## src/rtl/serial_adder_if.sv

```systemverilog
// Purpose : operand/result handshake bundle for serial_adder.
// Signals : in_valid/in_ready/a/b/cin  - operand handshake (producer -> adder)
//           out_valid/out_ready/sum/cout - result handshake (adder -> consumer)
//           busy                         - adder is in RUN or DONE
// Modports: master = producer/consumer side, slave = the adder.
interface serial_adder_if #(
    parameter int unsigned WIDTH = 8
);
    logic             in_valid;
    logic             in_ready;
    logic [WIDTH-1:0] a;
    logic [WIDTH-1:0] b;
    logic             cin;
    logic             out_valid;
    logic             out_ready;
    logic [WIDTH-1:0] sum;
    logic             cout;
    logic             busy;

    modport master (
        output in_valid, a, b, cin, out_ready,
        input  in_ready, out_valid, sum, cout, busy
    );

    modport slave (
        input  in_valid, a, b, cin, out_ready,
        output in_ready, out_valid, sum, cout, busy
    );
endinterface

```

## src/rtl/serial_adder.sv

```systemverilog
// Purpose : bit-serial ripple adder, {cout, sum} = a + b + cin, one bit per
//           clock through a single full-add slice (two half-adds + carry reg).
// Ports   : clk  - rising-edge clock
//           rst  - synchronous active-high reset
//           bus  - serial_adder_if.slave (operand and result handshakes, busy)
// Timing  : result valid WIDTH cycles after acceptance; all outputs registered.
module serial_adder #(
    parameter int unsigned WIDTH = 8
) (
    input  logic           clk,
    input  logic           rst,
    serial_adder_if.slave  bus
);
    localparam int unsigned     CNT_W    = (WIDTH > 1) ? $clog2(WIDTH) : 1;
    localparam logic [CNT_W-1:0] LAST_BIT = CNT_W'(WIDTH - 1);

    typedef enum logic [1:0] {
        S_IDLE = 2'd0,
        S_RUN  = 2'd1,
        S_DONE = 2'd2
    } state_t;

    state_t           r_state;
    state_t           w_state_nxt;

    logic             r_in_ready;
    logic             r_out_valid;
    logic             r_busy;
    logic             w_in_ready_nxt;
    logic             w_out_valid_nxt;
    logic             w_busy_nxt;

    // A shift register doubles as the sum accumulator: each sum bit enters
    // at the MSB as the consumed operand bit leaves at the LSB.
    logic [WIDTH-1:0] r_a_sh;
    logic [WIDTH-1:0] r_b_sh;
    logic             r_carry;
    logic [CNT_W-1:0] r_cnt;
    logic [WIDTH-1:0] r_sum;
    logic             r_cout;

    logic             w_accept;
    logic             w_last;
    logic             w_ha0_s;
    logic             w_ha0_c;
    logic             w_ha1_s;
    logic             w_ha1_c;
    logic             w_c_next;
    logic [WIDTH:0]   w_acc_ext;
    logic [WIDTH-1:0] w_acc_nxt;

    assign w_accept = bus.in_valid & r_in_ready & (r_state == S_IDLE);
    assign w_last   = (r_cnt == LAST_BIT);

    // Full-add slice from two half-add stages.
    assign w_ha0_s   = r_a_sh[0] ^ r_b_sh[0];
    assign w_ha0_c   = r_a_sh[0] & r_b_sh[0];
    assign w_ha1_s   = w_ha0_s ^ r_carry;
    assign w_ha1_c   = w_ha0_s & r_carry;
    assign w_c_next  = w_ha0_c | w_ha1_c;
    assign w_acc_ext = {w_ha1_s, r_a_sh};
    assign w_acc_nxt = w_acc_ext[WIDTH:1];

    // State register plus registered handshake/status flags.
    always_ff @(posedge clk) begin
        if (rst) begin
            r_state     <= S_IDLE;
            r_in_ready  <= 1'b0;
            r_out_valid <= 1'b0;
            r_busy      <= 1'b0;
        end else begin
            r_state     <= w_state_nxt;
            r_in_ready  <= w_in_ready_nxt;
            r_out_valid <= w_out_valid_nxt;
            r_busy      <= w_busy_nxt;
        end
    end

    // Next-state logic.
    always_comb begin
        w_state_nxt = r_state;
        case (r_state)
            S_IDLE:  if (w_accept)      w_state_nxt = S_RUN;
            S_RUN:   if (w_last)        w_state_nxt = S_DONE;
            S_DONE:  if (bus.out_ready) w_state_nxt = S_IDLE;
            default:                    w_state_nxt = S_IDLE;
        endcase
    end

    // Flags decoded from the next state so they line up with the state register.
    always_comb begin
        w_in_ready_nxt  = 1'b0;
        w_out_valid_nxt = 1'b0;
        w_busy_nxt      = 1'b0;
        case (w_state_nxt)
            S_IDLE:  w_in_ready_nxt  = 1'b1;
            S_RUN:   w_busy_nxt      = 1'b1;
            S_DONE: begin
                w_out_valid_nxt = 1'b1;
                w_busy_nxt      = 1'b1;
            end
            default: w_in_ready_nxt  = 1'b0;
        endcase
    end

    // Datapath: capture on accept, one bit per RUN cycle, latch result on last bit.
    always_ff @(posedge clk) begin
        if (rst) begin
            r_a_sh  <= '0;
            r_b_sh  <= '0;
            r_carry <= 1'b0;
            r_cnt   <= '0;
            r_sum   <= '0;
            r_cout  <= 1'b0;
        end else if (w_accept) begin
            r_a_sh  <= bus.a;
            r_b_sh  <= bus.b;
            r_carry <= bus.cin;
            r_cnt   <= '0;
        end else if (r_state == S_RUN) begin
            r_a_sh  <= w_acc_nxt;
            r_b_sh  <= r_b_sh >> 1;
            r_carry <= w_c_next;
            r_cnt   <= r_cnt + CNT_W'(1);
            if (w_last) begin
                r_sum  <= w_acc_nxt;
                r_cout <= w_c_next;
            end
        end
    end

    assign bus.in_ready  = r_in_ready;
    assign bus.out_valid = r_out_valid;
    assign bus.busy      = r_busy;
    assign bus.sum       = r_sum;
    assign bus.cout      = r_cout;
endmodule
```

## src/flat_wrapper.sv

```systemverilog
// flat-port wrapper written by rule: the top's interface ports become plain ports
module serial_adder_flat 
#(
    parameter int unsigned WIDTH = 8
)
  (clk, rst, bus_in_valid, bus_a, bus_b, bus_cin, bus_out_ready, bus_in_ready, bus_out_valid, bus_sum, bus_cout, bus_busy);
  serial_adder_if #(.WIDTH(WIDTH)) bus_i ();
  input  logic clk;
  input  logic rst;
  input wire logic [$bits(bus_i.in_valid)-1:0] bus_in_valid;
  input wire logic [$bits(bus_i.a)-1:0] bus_a;
  input wire logic [$bits(bus_i.b)-1:0] bus_b;
  input wire logic [$bits(bus_i.cin)-1:0] bus_cin;
  input wire logic [$bits(bus_i.out_ready)-1:0] bus_out_ready;
  output wire logic [$bits(bus_i.in_ready)-1:0] bus_in_ready;
  output wire logic [$bits(bus_i.out_valid)-1:0] bus_out_valid;
  output wire logic [$bits(bus_i.sum)-1:0] bus_sum;
  output wire logic [$bits(bus_i.cout)-1:0] bus_cout;
  output wire logic [$bits(bus_i.busy)-1:0] bus_busy;
  assign bus_i.in_valid = bus_in_valid;
  assign bus_i.a = bus_a;
  assign bus_i.b = bus_b;
  assign bus_i.cin = bus_cin;
  assign bus_i.out_ready = bus_out_ready;
  assign bus_in_ready = bus_i.in_ready;
  assign bus_out_valid = bus_i.out_valid;
  assign bus_sum = bus_i.sum;
  assign bus_cout = bus_i.cout;
  assign bus_busy = bus_i.busy;
  serial_adder #(.WIDTH(WIDTH)) u_core (.clk(clk), .rst(rst), .bus(bus_i));
endmodule
```

## config.mk

```make
export PLATFORM = sky130hd
export DESIGN_NAME = serial_adder_flat
export DESIGN_NICKNAME = d
export VERILOG_FILES = /design/src/rtl/serial_adder_if.sv /design/src/rtl/serial_adder.sv /design/src/flat_wrapper.sv
export SDC_FILE = /design/constraint.sdc
export NUM_CORES = 1
export LEC_CHECK = 0
export BUFFER_PORTS_ARGS = -buffer_cell sky130_fd_sc_hd__clkbuf_2
export CAP_MARGIN = 0
export CORE_MARGIN = 1
export CORE_UTILIZATION = 45
export DETAILED_ROUTE_END_ITERATION = 7
export PLACE_DENSITY = 0.68
export RECOVER_POWER = 50
export SYNTH_ARGS = -nofsm -noshare
export SYNTH_HDL_FRONTEND = slang
export SYNTH_SLANG_ARGS = --single-unit
```

## constraint.sdc

```tcl
create_clock -name clk -period 5.09 [get_ports clk]
set_input_delay 0.7635 -clock clk [delete_from_list [all_inputs] [get_ports clk]]
set_output_delay 0.7635 -clock clk [all_outputs]
set_load 0.005 [all_outputs]
```

Word level (Yosys, flattened, before mapping)
Index checks and enable logic that the tools add are counted.
{ "classes": {"add_sub_neg": 1, "eq_ne": 5, "n_mux": 13, "bitwise_logic": 8, "reduce_logical": 6} }
{ "ops": {"columns": ["operator", "count"], "rows": [
  ["8-bit two-way mux", 4],
  ["2-bit two-way mux", 3],
  ["2-bit case mux with 3 select lines", 1],
  ["1-bit two-way mux", 5],
  ["1-bit AND", 4],
  ["2-bit by 1-bit == test with 1-bit output, second input constant", 2],
  ["2-bit == test, second input constant", 2],
  ["2-bit logical NOT", 2],
  ["2-bit OR reduction", 2],
  ["3-bit by 1-bit adder with 3-bit output, second input constant", 1],
  ["3-bit == test, second input constant", 1],
  ["3-bit AND reduction", 1],
  ["2-bit nonzero test", 1],
  ["1-bit bitwise XOR", 2],
  ["1-bit inverter", 1],
  ["1-bit OR", 1]
]} }
{ "totals": {"regBits": 34, "in_bits": 21, "output_inout_bits": 12, "wordCells": 43} }

Longest topological paths before layout
Gate-level depths: netlist of run 1.
{ "logic_depth": {"ltp_word": 7, "mapped_depth": 7, "depth_no_buf": 7} }

Worst setup path before layout of run 1
Ideal clock, no wire load.
{ "synth_timing": {"path_kind": "input to register", "start": "in bus_in_valid", "end": "reg u_core.r_busy, in the netlist u_core.bus.busy", "setup_ns": 0.114, "t_arrival_ns": 1.681, "required_ns": 4.976, "path_slack_ns": 3.295, "path_stages": 6, "n_path_buf": 2, "path_cell_list": "nand4bb_1 buf_4 buf_4 o21a_1 ha_1 nor2b_1"} }
{ "synth_via": {"elab_chain_cells": 7, "elab_cells_between_ends": 8, "cone_classes": "eq/ne (2); mux (3); bitwise (2); reduce/logical (1)"} }
{ "synth_rtl": {"columns": ["element", "line", "rtl"], "rows": [
  ["start, declared", "flat_wrapper.sv:10", "input wire logic [$bits(bus_i.in_valid)-1:0] bus_in_valid;"],
  ["1-bit AND * (2 in series)", "serial_adder.sv:52", "assign w_accept = bus.in_valid & r_in_ready & (r_state == S_IDLE);"],
  ["2-bit two-way mux *", "serial_adder.sv:83", "S_IDLE: if (w_accept) w_state_nxt = S_RUN;"],
  ["2-bit case mux with 3 select lines *", "serial_adder.sv:82", "case (r_state)"],
  ["2-bit by 1-bit == test with 1-bit output / 2-bit == test (equally long branches)", "serial_adder.sv:95", "case (w_state_nxt)"],
  ["2-bit OR reduction (no line) *", null, null],
  ["1-bit two-way mux *", "serial_adder.sv:95", null],
  ["net u_core.w_busy_nxt", "serial_adder.sv:31", "logic w_busy_nxt;"],
  ["end signal, assigned", "serial_adder.sv:75", "r_busy <= w_busy_nxt;"],
  ["end, declared", "serial_adder.sv:28", "logic r_busy;"]
]} }
Mark *: on every way through the listed nets, which the timed path passes. The rest lies on a longest branch.
A chain may end at the register's enable or synchronous reset.

Worst setup path after layout of run 1
{ "layout_timing": {"start": "reg u_core.r_cnt[0]", "end": "reg u_core.r_busy, in the netlist u_core.bus.busy"} }
{ "layout_via": {"elab_chain_cells": 6, "elab_cells_between_ends": 7, "cone_classes": "eq/ne (3); mux (3); reduce/logical (1)"} }
{ "layout_rtl": {"columns": ["element", "line", "rtl"], "rows": [
  ["start, declared", "serial_adder.sv:38", "logic [CNT_W-1:0] r_cnt;"],
  ["start signal, assigned", "serial_adder.sv:124", "r_cnt <= r_cnt + CNT_W'(1);"],
  ["3-bit == test *", "serial_adder.sv:53", "assign w_last = (r_cnt == LAST_BIT);"],
  ["2-bit two-way mux *", "serial_adder.sv:84", "S_RUN: if (w_last) w_state_nxt = S_DONE;"],
  ["2-bit case mux with 3 select lines *", "serial_adder.sv:82", null],
  ["2-bit by 1-bit == test with 1-bit output / 2-bit == test (equally long branches)", "serial_adder.sv:95", null],
  ["2-bit OR reduction (no line) *", null, null],
  ["1-bit two-way mux *", "serial_adder.sv:95", null],
  ["net u_core.w_busy_nxt", "serial_adder.sv:31", null]
]} }
Marks and branches as above.

==> results.md, run 1 <==
- Outcome: complete, no violations
- Top FF cell, synth: dfxtp_1
- Yosys cell types: 27
- Ratio of cells with drive above 1 in the final layout: 25.3%
- Vias in the first global route: 1134
- Slew margin rel.: 36.9%
- First-pass GRT wire length: 4800 µm
- Synth Cell Area: 1500 µm²
- Total grt overflow: 0
- Rows: 20
- ANT nets after route: 0
- Worst hold path class: reg2reg
- Htree depth: 2
- Dpl hpwl: 2040 µm
- Peak supply drop: 0.142 mV
- DR WL/cell: 12.6 µm
- Proportion of synthesized chip area in sequential cells: 45.5%
- Hold Startpoint: u_core.bus.sum[5]$_SDFFE_PP0P_
- Initial antenna violation count: 0
- Hold Path Stages: 2
- Max cap viols: 0
- Post-CTS setup buffers: 0
- Final hold slack: 461 ps
- Clock Skews: 4.36 ps
- CP required: 5290 ps
- Count leader, synth: dfxtp_1
- Final Hold Viols: 0
- Crit path cell chain: ha_1 -> ha_1 -> nand3b_1 -> a21boi_0 -> ha_1 -> nor2b_1
- Iter 0 DRT Violations: 26
- Top cells by area, synth: dfxtp_1 (46%), a211oi_2 (10%), a21oi_1 (8.7%)
- Drt pass-1 iters: 4
- Worst setup EP type: flop
- # clock sinks: 34
- RSZ-0062 raised after global routing: no
- Top cell by count, worst path: ha_1
- Power share of the clock group: 34.2%
- EDFF count, synth: 0
- Synth top cells by count: dfxtp_1 (34), a21oi_1 (26), nand2_1 (23), nor2_1 (16), nand3_1 (13)
- Ports: 33
- Area growth syn-to-layout: 12.6%
- Sw frac: 25.3%
- Hold-fix buffers, CTS: 0
- Worst reg2reg path depth: 6
- Clock buffer depth: 2
- P per Cell Area: 319 nW/µm²
- Max Fclk: 457 MHz
- Setup TNS: 0 ps
- Slowest CP cell: nand3b_1
- DIE HEIGHT: 59.6 µm
- Final WS setup: 2900 ps
- Clk_lat worst skew: 330 ps
- Pre-CTS setup slack: 2710 ps
- Pwr Total: 0.000537 W
- Worst-Margin Slew: 947 ps
- Crit path time final: 2190 ps
- Hold Crit Endpoint: u_core.bus.sum[5]$_SDFFE_PP0P_
- Seq cells post-synth: 34
- CTS tree: done
- Critical-path maximum fanout: 11
- Vias: 1252
- Arr. time, crit path: 2390 ps
- Final nets: 215
- Clock slew at reported path FFs: 100 ps
- Crit start category: flop
- # diodes: 0
- Final Wtd Congestion: 0.701
- Syn nets: 190
- Flop pwr share: 54.0%
- Input/output buffers: 32
- Psw: 0.000136 W
- R2r endpoint: u_core.bus.busy$_SDFF_PP0_
- CP Class: reg2reg
- Int Pwr: 0.000401 W
- Leakage: 0.655 nW
- Asr flop ratio synth: 0%
- Fin. max-slew vios: 0
- Mapped Avg Cell Area: 9.12 µm²
- Final Core Density: 54.3%
- Post-CTS sizing: 0
- Synthesis warning total: 0
- Pin count of the biggest net entering global routing: 35
- Tcrit/Tclk final: 43.0%
- Cell accounting for the most synthesized area: dfxtp_1
- Die width: 59.6 µm
- Drt drc: 0
- Final wirelength: 2960 µm
- Endpoints failing setup: 0
- Worst reg2reg startpoint: u_core.r_cnt[0]$_SDFFE_PP0P_
- Vias per cell: 5.35
- CP peak stage delay: 400 ps
- GRT Total Usage: 18.5%
- Number of buffers created by CTS: 5
- Initial cell density of the core: 48.2%
- Root buf cell: clkbuf_4
- R2R setup slack: 2900 ps
- Die area: 3560 µm²
- Post-synth top area share: 45.5%
- Mapped Cells: 164
- Core ar.: 3100 µm²
- Comb pwr share: 11.8%
-- critical path, delay by kind of cell, from the launching register on --
kind | cells | cell delay [ps]
fa+ha+maj | 3 | 830
simple gates | 2 | 520
compound gates | 1 | 380
flops | 1 | 340
-- per-layer routing --
layer / up-vias / routed length (µm) / GRT usage (%)
met5: - / 0 / 0
met4: 0 / 21 / 5.98
met3: 2 / 150 / 6.33
met2: 35 / 1520 / 31.6
met1: 596 / 1270 / 21.6
li1: 619 / - / -
-- registers in the layout (all words and copies together), names as in the netlist --
register,flops
u_core.r_state,2
u_core.bus.sum,8
u_core.bus.cout,1
u_core.r_b_sh,8
u_core.r_cnt,3
u_core.bus.busy,1
u_core.r_carry,1
u_core.bus.out_valid,1
u_core.bus.in_ready,1
u_core.r_a_sh,8
-- final cells by class --
cell class	instances	area, µm²
fill	312	1420
multi-input combinational	115	709
sequential	34	681
timing repair buffer	32	156
clock buffer	8	78.8
tap	44	55.1
inverter	1	3.75
-- power by group through the flow --
stage          registers (W)  clock network, W   logic, W
5_1_grt             0.000292          0.000199  0.0000720
6_report            0.000290          0.000184  0.0000636
3_3_place_gp        0.000295                 0  0.0000625
3_5_place_dp        0.000296                 0  0.0000645
2_1_floorplan       0.000294                 0  0.0000553
4_1_cts             0.000290          0.000188  0.0000647
-- cell families (layout without fill, tap and decap cells) --
| logic type | count (synthesis) | in the layout | synth area share, % |
|---|---|---|---|
| buffers and inverters | 15 | 41 | 6.44 |
| AOI/OAI and AO/OA | 44 | 44 | 21.8 |
| xor gates and xnor gates | 1 | 1 | 0.586 |
| and+or+nand+nor | 63 | 63 | 19.7 |
| adders and majority gates | 5 | 5 | 4.69 |
| muxes | 2 | 2 | 1.34 |
| DFF | 34 | 34 | 45.5 |
-- stage by stage --
step,area (µm²),std cells
final,1680,234
after global routing,1680,234
after CTS,1700,234
after detailed placement,1620,226
after global placement,1620,226
after floorplan,1500,164
-- cell usage in the layout, fill, tap and decap left out --
cell type / instances
a22oi_1: 3
fa_1: 1
a21boi_0: 1
and4bb_1: 1
and2b_1: 1
nand2_1: 23
dfxtp_1: 34
a21oi_1: 26
nor3_1: 3
clkbuf_8: 3
nand3_1: 13
clkbuf_1: 3
xnor2_1: 1
ha_1: 4
nand2b_1: 1
mux2i_1: 2
clkbuf_4: 5
inv_1: 1
a211oi_2: 11
nand4bb_1: 1
a211oi_1: 2
nor2_1: 16
nand3b_1: 1
nor2b_1: 3
clkbuf_2: 29
o21a_1: 1
-- how the worst max path moves through the flow --
stage | from | to | slack (ps) | depth (start not counted)
2_1_floorplan | bus_in_valid | u_core.bus.busy$_SDFF_PP0_ | 3300 | 6
3_3_place_gp | bus_in_valid | u_core.bus.busy$_SDFF_PP0_ | 2750 | 5
3_5_place_dp | bus_in_valid | u_core.bus.busy$_SDFF_PP0_ | 2710 | 5
4_1_cts | u_core.r_cnt[0]$_SDFFE_PP0P_ | u_core.bus.busy$_SDFF_PP0_ | 3000 | 6
5_1_grt | u_core.r_cnt[0]$_SDFFE_PP0P_ | u_core.bus.busy$_SDFF_PP0_ | 2740 | 6
6_report | u_core.r_cnt[0]$_SDFFE_PP0P_ | u_core.bus.busy$_SDFF_PP0_ | 2900 | 6
Power figures use the tool's default switching activity.
==> run 2: changes to the inputs <==
--- a/config.mk
+++ b/config.mk
@@ -10,7 +10,7 @@
 export CORE_MARGIN = 1
 export CORE_UTILIZATION = 45
 export DETAILED_ROUTE_END_ITERATION = 7
-export PLACE_DENSITY = 0.68
+export PLACE_DENSITY = 0.71
 export RECOVER_POWER = 50
 export SYNTH_ARGS = -nofsm -noshare
 export SYNTH_HDL_FRONTEND = slang
==> constraint.sdc (replaced) <==
create_clock -name clk -period 1.9 [get_ports clk]
set_input_delay 0.285 -clock clk [delete_from_list [all_inputs] [get_ports clk]]
set_output_delay 0.285 -clock clk [all_outputs]
set_load 0.005 [all_outputs]
==> run 2 against run 1 <==
Register-to-register slack worse by 2700 ps. Hold slack worse by 280 ps. Wire length up 0.74%. Highest routed layer unchanged. Critical path type unchanged.
==> results.md, run 2 (same netlist as run 1, synthesis figures left out) <==
- Clock Skews: 3.68 ps
- Post-CTS setup buffers: 0
- Clock buffer depth: 2
- # clock sinks: 34
- Pre-CTS setup slack: 177 ps
- Post-placement cell area: 1680 µm²
- Endpoints failing setup: 0
- Pin count of the biggest net entering global routing: 35
- Vias per cell: 5.17
- Final hold slack: 177 ps
- Worst reg2reg path depth: 6
- P per Cell Area: 780 nW/µm²
- Htree depth: 2
- Most frequent cells in the layout: dfxtp_1 (34), a21oi_1 (26), clkbuf_2 (24)
- Drt drc: 0
- Max Fclk: 584 MHz
- Int Pwr: 0.000967 W
- CP Class: reg2reg
- Fin. max-slew vios: 0
- Final Hold Viols: 0
- First-pass GRT wire length: 4950 µm
- Sw frac: 26.4%
- Crit start category: flop
- Hold-fix buffers, CTS: 0
- Die width: 59.6 µm
- # diodes: 0
- DIE HEIGHT: 59.6 µm
- Vias in the first global route: 1153
- Leakage: 0.646 nW
- Outcome: complete, no violations
- GRT Total Usage: 19.5%
- Slew margin rel.: 48.4%
- Final nets: 223
- Ports: 33
- Dpl hpwl: 2120 µm
- Initial cell density of the core: 48.2%
- Hold Path Stages: 3
- Flop pwr share: 59.0%
- Final Wtd Congestion: 0.764
- Arr. time, crit path: 1910 ps
- ANT nets after route: 0
- Root buf cell: clkbuf_4
- Power share of the clock group: 27.4%
- Post-CTS sizing: 0
- Critical-path maximum fanout: 3
- Crit path time final: 1710 ps
- Number of buffers created by CTS: 5
- Cell area after layout: 1690 µm²
- Most common cell after layout, fill and taps aside: dfxtp_1
- Worst setup EP type: flop
- Comb pwr share: 13.6%
- Final WS setup: 186 ps
- Drt pass-1 iters: 4
- Initial antenna violation count: 0
- CTS tree: done
- Total grt overflow: 0
- Ratio of cells with drive above 1 in the final layout: 22.3%
- Setup TNS: 0 ps
- Area growth syn-to-layout: 12.8%
- Clock slew at reported path FFs: 90 ps
- Rows: 20
- Iter 0 DRT Violations: 40
- Core ar.: 3100 µm²
- Peak supply drop: 0.380 mV
- Input/output buffers: 32
- Final wirelength: 2980 µm
- Pwr Total: 0.00131 W
- Psw: 0.000347 W
- Max cap viols: 0
- Die area: 3560 µm²
- CP required: 2090 ps
- DR WL/cell: 12.4 µm
- Vias: 1247
- Worst-Margin Slew: 774 ps
- Worst hold path class: in2reg
- Tcrit/Tclk final: 90.2%
- RSZ-0062 raised after global routing: no
- Clk_lat worst skew: 330 ps
- R2R setup slack: 190 ps
run 2: metal layers:
| layer | up-vias | global-route usage [%] | wire (µm) |
|---|---|---|---|
| met5 | - | 0 | 0 |
| met4 | 0 | 7.97 | 46 |
| met3 | 6 | 6.55 | 146 |
| met2 | 29 | 33.5 | 1500 |
| met1 | 578 | 21.9 | 1290 |
| li1 | 634 | - | - |
run 2: cell type report:
cell class,instances,area [µm²]
fillers,328,1420
multi-input cells,115,703
flip-flops and latches,34,681
repair buffers,40,199
well taps,44,55.1
clock buffers,7,45.0
inverters,1,3.75
run 2: metrics by stage:
| step | utilization [%] | std cells |
|---|---|---|
| floorplan | - | 164 |
| global placement | 54.1 | 234 |
| detailed placement | 54.1 | 234 |
| CTS | 55.5 | 241 |
| global route | 54.4 | 241 |
| finish | 54.4 | 241 |
run 2: final timing paths:
check,startpoint,to
hold / removal,bus_b[7],u_core.r_b_sh[7]$_SDFFE_PP0P_
setup / recovery,u_core.r_cnt[0]$_SDFFE_PP0P_,u_core.bus.busy$_SDFF_PP0_
setup reg to reg,u_core.r_cnt[0]$_SDFFE_PP0P_,u_core.bus.busy$_SDFF_PP0_
hold reg to reg,u_core.bus.sum[7]$_SDFFE_PP0P_,u_core.bus.sum[7]$_SDFFE_PP0P_
run 2: worst max-delay path, cell delays in order (launching register included):
cell and delay, ps:
dfxtp_1 330, ha_1 200, ha_1 220, nand3b_2 90, a21boi_0 320, ha_1 300
nor2b_1 130
run 2: power by group through the flow:
stage | combinational, W | sequential [W] | clock [W]
floorplan | 0.000148 | 0.000786 | 0
global placement | 0.000182 | 0.000791 | 0
detailed placement | 0.000190 | 0.000793 | 0
CTS | 0.000190 | 0.000777 | 0.000371
global route | 0.000203 | 0.000782 | 0.000409
finish | 0.000179 | 0.000776 | 0.000360
==> run 3: changes to the inputs <==
--- a/config.mk
+++ b/config.mk
@@ -11,7 +11,6 @@
 export CORE_UTILIZATION = 45
 export DETAILED_ROUTE_END_ITERATION = 7
 export PLACE_DENSITY = 0.71
-export RECOVER_POWER = 50
 export SYNTH_ARGS = -nofsm -noshare
 export SYNTH_HDL_FRONTEND = slang
 export SYNTH_SLANG_ARGS = --single-unit
==> run 3 against run 2 <==
Critical path type unchanged. Total power is 0.84% higher. Critical path depth stayed put. Sequential power hardly changed. Sequential share of layout area is 0.85 points lower. Combinational power is 6% higher. First-iteration DRC count is 25% lower.
==> results.md, run 3 (same netlist as run 1, synthesis figures left out) <==
- Final hold slack: 178 ps
- Setup TNS: 0 ps
- DIE HEIGHT: 59.6 µm
- Max cap viols: 0
- Worst-Margin Slew: 800 ps
- Initial antenna violation count: 0
- Peak supply drop: 0.381 mV
- Rows: 20
- Most frequent cells in the layout: dfxtp_1 (34), clkbuf_2 (32), a21oi_1 (26)
- Tcrit/Tclk final: 90.2%
- Clock Skews: 3.11 ps
- DR top layer: met4
- Post-CTS sizing: 0
- Most common cell after layout, fill and taps aside: dfxtp_1
- Clock buffer depth: 2
- WL met1: 1320 µm
- CP required: 2090 ps
- DR WL/cell: 12.4 µm
- Die width: 59.6 µm
- Max Fclk: 583 MHz
- Slowest CP cell: dfxtp_1
- Dpl hpwl: 2120 µm
- Ratio of cells with drive above 1 in the final layout: 29.4%
- P per Cell Area: 770 nW/µm²
- Area growth syn-to-layout: 15.2%
- Input/output buffers: 32
- Die area: 3560 µm²
- Root buf cell: clkbuf_4
- Slew margin rel.: 46.7%
- Drt drc: 0
- Total grt overflow: 0
- Vias per cell: 5.19
- CP Class: reg2reg
- Vias in the first global route: 1153
- Top cell by count, worst path: ha_1
- Hold-fix buffers, CTS: 0
- Crit path time final: 1710 ps
- Critical-path maximum fanout: 3
- CTS tree: done
- Iter 0 DRT Violations: 30
- First-pass GRT wire length: 4950 µm
- Clock slew at reported path FFs: 90 ps
- Endpoints failing setup: 0
- Post-placement cell area: 1680 µm²
- GRT Total Usage: 19.5%
- WL met3: 132 µm
- Leakage: 0.688 nW
- Fin. max-slew vios: 0
- Placed insts: 234
- Ports: 33
- Crit start category: flop
- Cell area after layout: 1720 µm²
- Vias: 1250
- RSZ-0062 raised after global routing: no
- Arr. time, crit path: 1910 ps
- # clock sinks: 34
- CP peak stage delay: 340 ps
- Outcome: complete, no violations
- Initial cell density of the core: 48.2%
- Clk_lat worst skew: 330 ps
- Core ar.: 3100 µm²
- Worst setup EP type: flop
- Final wirelength: 2990 µm
- Final Hold Viols: 0
- Finished Layout Cells: 241
- Crit path cell chain: ha_1 -> ha_1 -> nand3b_2 -> a21boi_0 -> ha_1 -> nor2b_1
- Htree depth: 2
- Number of buffers created by CTS: 5
- Metal2 WL: 1480 µm
- ANT nets after route: 0
- Post-CTS setup buffers: 0
- Drt pass-1 iters: 4
- Final Wtd Congestion: 0.764
- Worst hold path class: in2reg
- # diodes: 0
- Final nets: 223
- Pin count of the biggest net entering global routing: 35
## run 3: cell count changes in the layout (fill, tap and decap cells not counted), sizes merged
cell / before / now
buf: 5 / 8
clkbuf: 42 / 39
## run 3: layout make-up
cell class              instances  area (µm²)
clock buffers                   7        45.0
fillers                       318        1380
well taps                      44        55.1
repair buffers                 40         220
inverters                       1        3.75
flip-flops and latches         34         681
multi-input cells             115         718
## run 3: power breakdown
part | internal (W) | leakage (nW) | total, W | switching (W)
clock | 0.000139 | 0.0254 | 0.000361 | 0.000221
sequential | 0.000751 | 0.277 | 0.000777 | 0.0000260
combinational | 0.0000847 | 0.386 | 0.000189 | 0.000104
total | 0.000975 | 0.688 | 0.00133 | 0.000351
## run 3: worst paths after layout
kind                                   from                        endpoint  slack (ps)  cells after the start
max            u_core.r_cnt[0]$_SDFFE_PP0P_      u_core.bus.busy$_SDFF_PP0_         190                      6
min                                bus_b[7]   u_core.r_b_sh[7]$_SDFFE_PP0P_         180                      3
max reg2reg    u_core.r_cnt[0]$_SDFFE_PP0P_      u_core.bus.busy$_SDFF_PP0_         190                      6
min reg2reg  u_core.bus.sum[7]$_SDFFE_PP0P_  u_core.bus.sum[7]$_SDFFE_PP0P_         460                      2
## run 3: per-layer routing
| layer | vias up | track usage, % |
|---|---|---|
| li1 | 636 | - |
| met1 | 583 | 21.9 |
| met2 | 25 | 33.5 |
| met3 | 6 | 6.55 |
| met4 | 0 | 7.97 |
| met5 | - | 0 |
## run 3: metrics by stage
step / total power, W / worst slack, ps / utilization, %
4_1_cts: 0.00134 / 162 / 55.5
5_1_grt: 0.00140 / 70.5 / 55.5
2_1_floorplan: 0.000935 / 264 / -
3_3_place_gp: 0.000973 / 246 / 54.1
6_report: 0.00133 / 186 / 55.5
3_5_place_dp: 0.000984 / 177 / 54.1
## run 3: worst max-delay path: cells and delay by family, from the launching register on
kind | cells | cell delay, ps
compound gates | 1 | 310
fa+ha+maj | 3 | 720
flops | 1 | 340
simple gates | 2 | 220
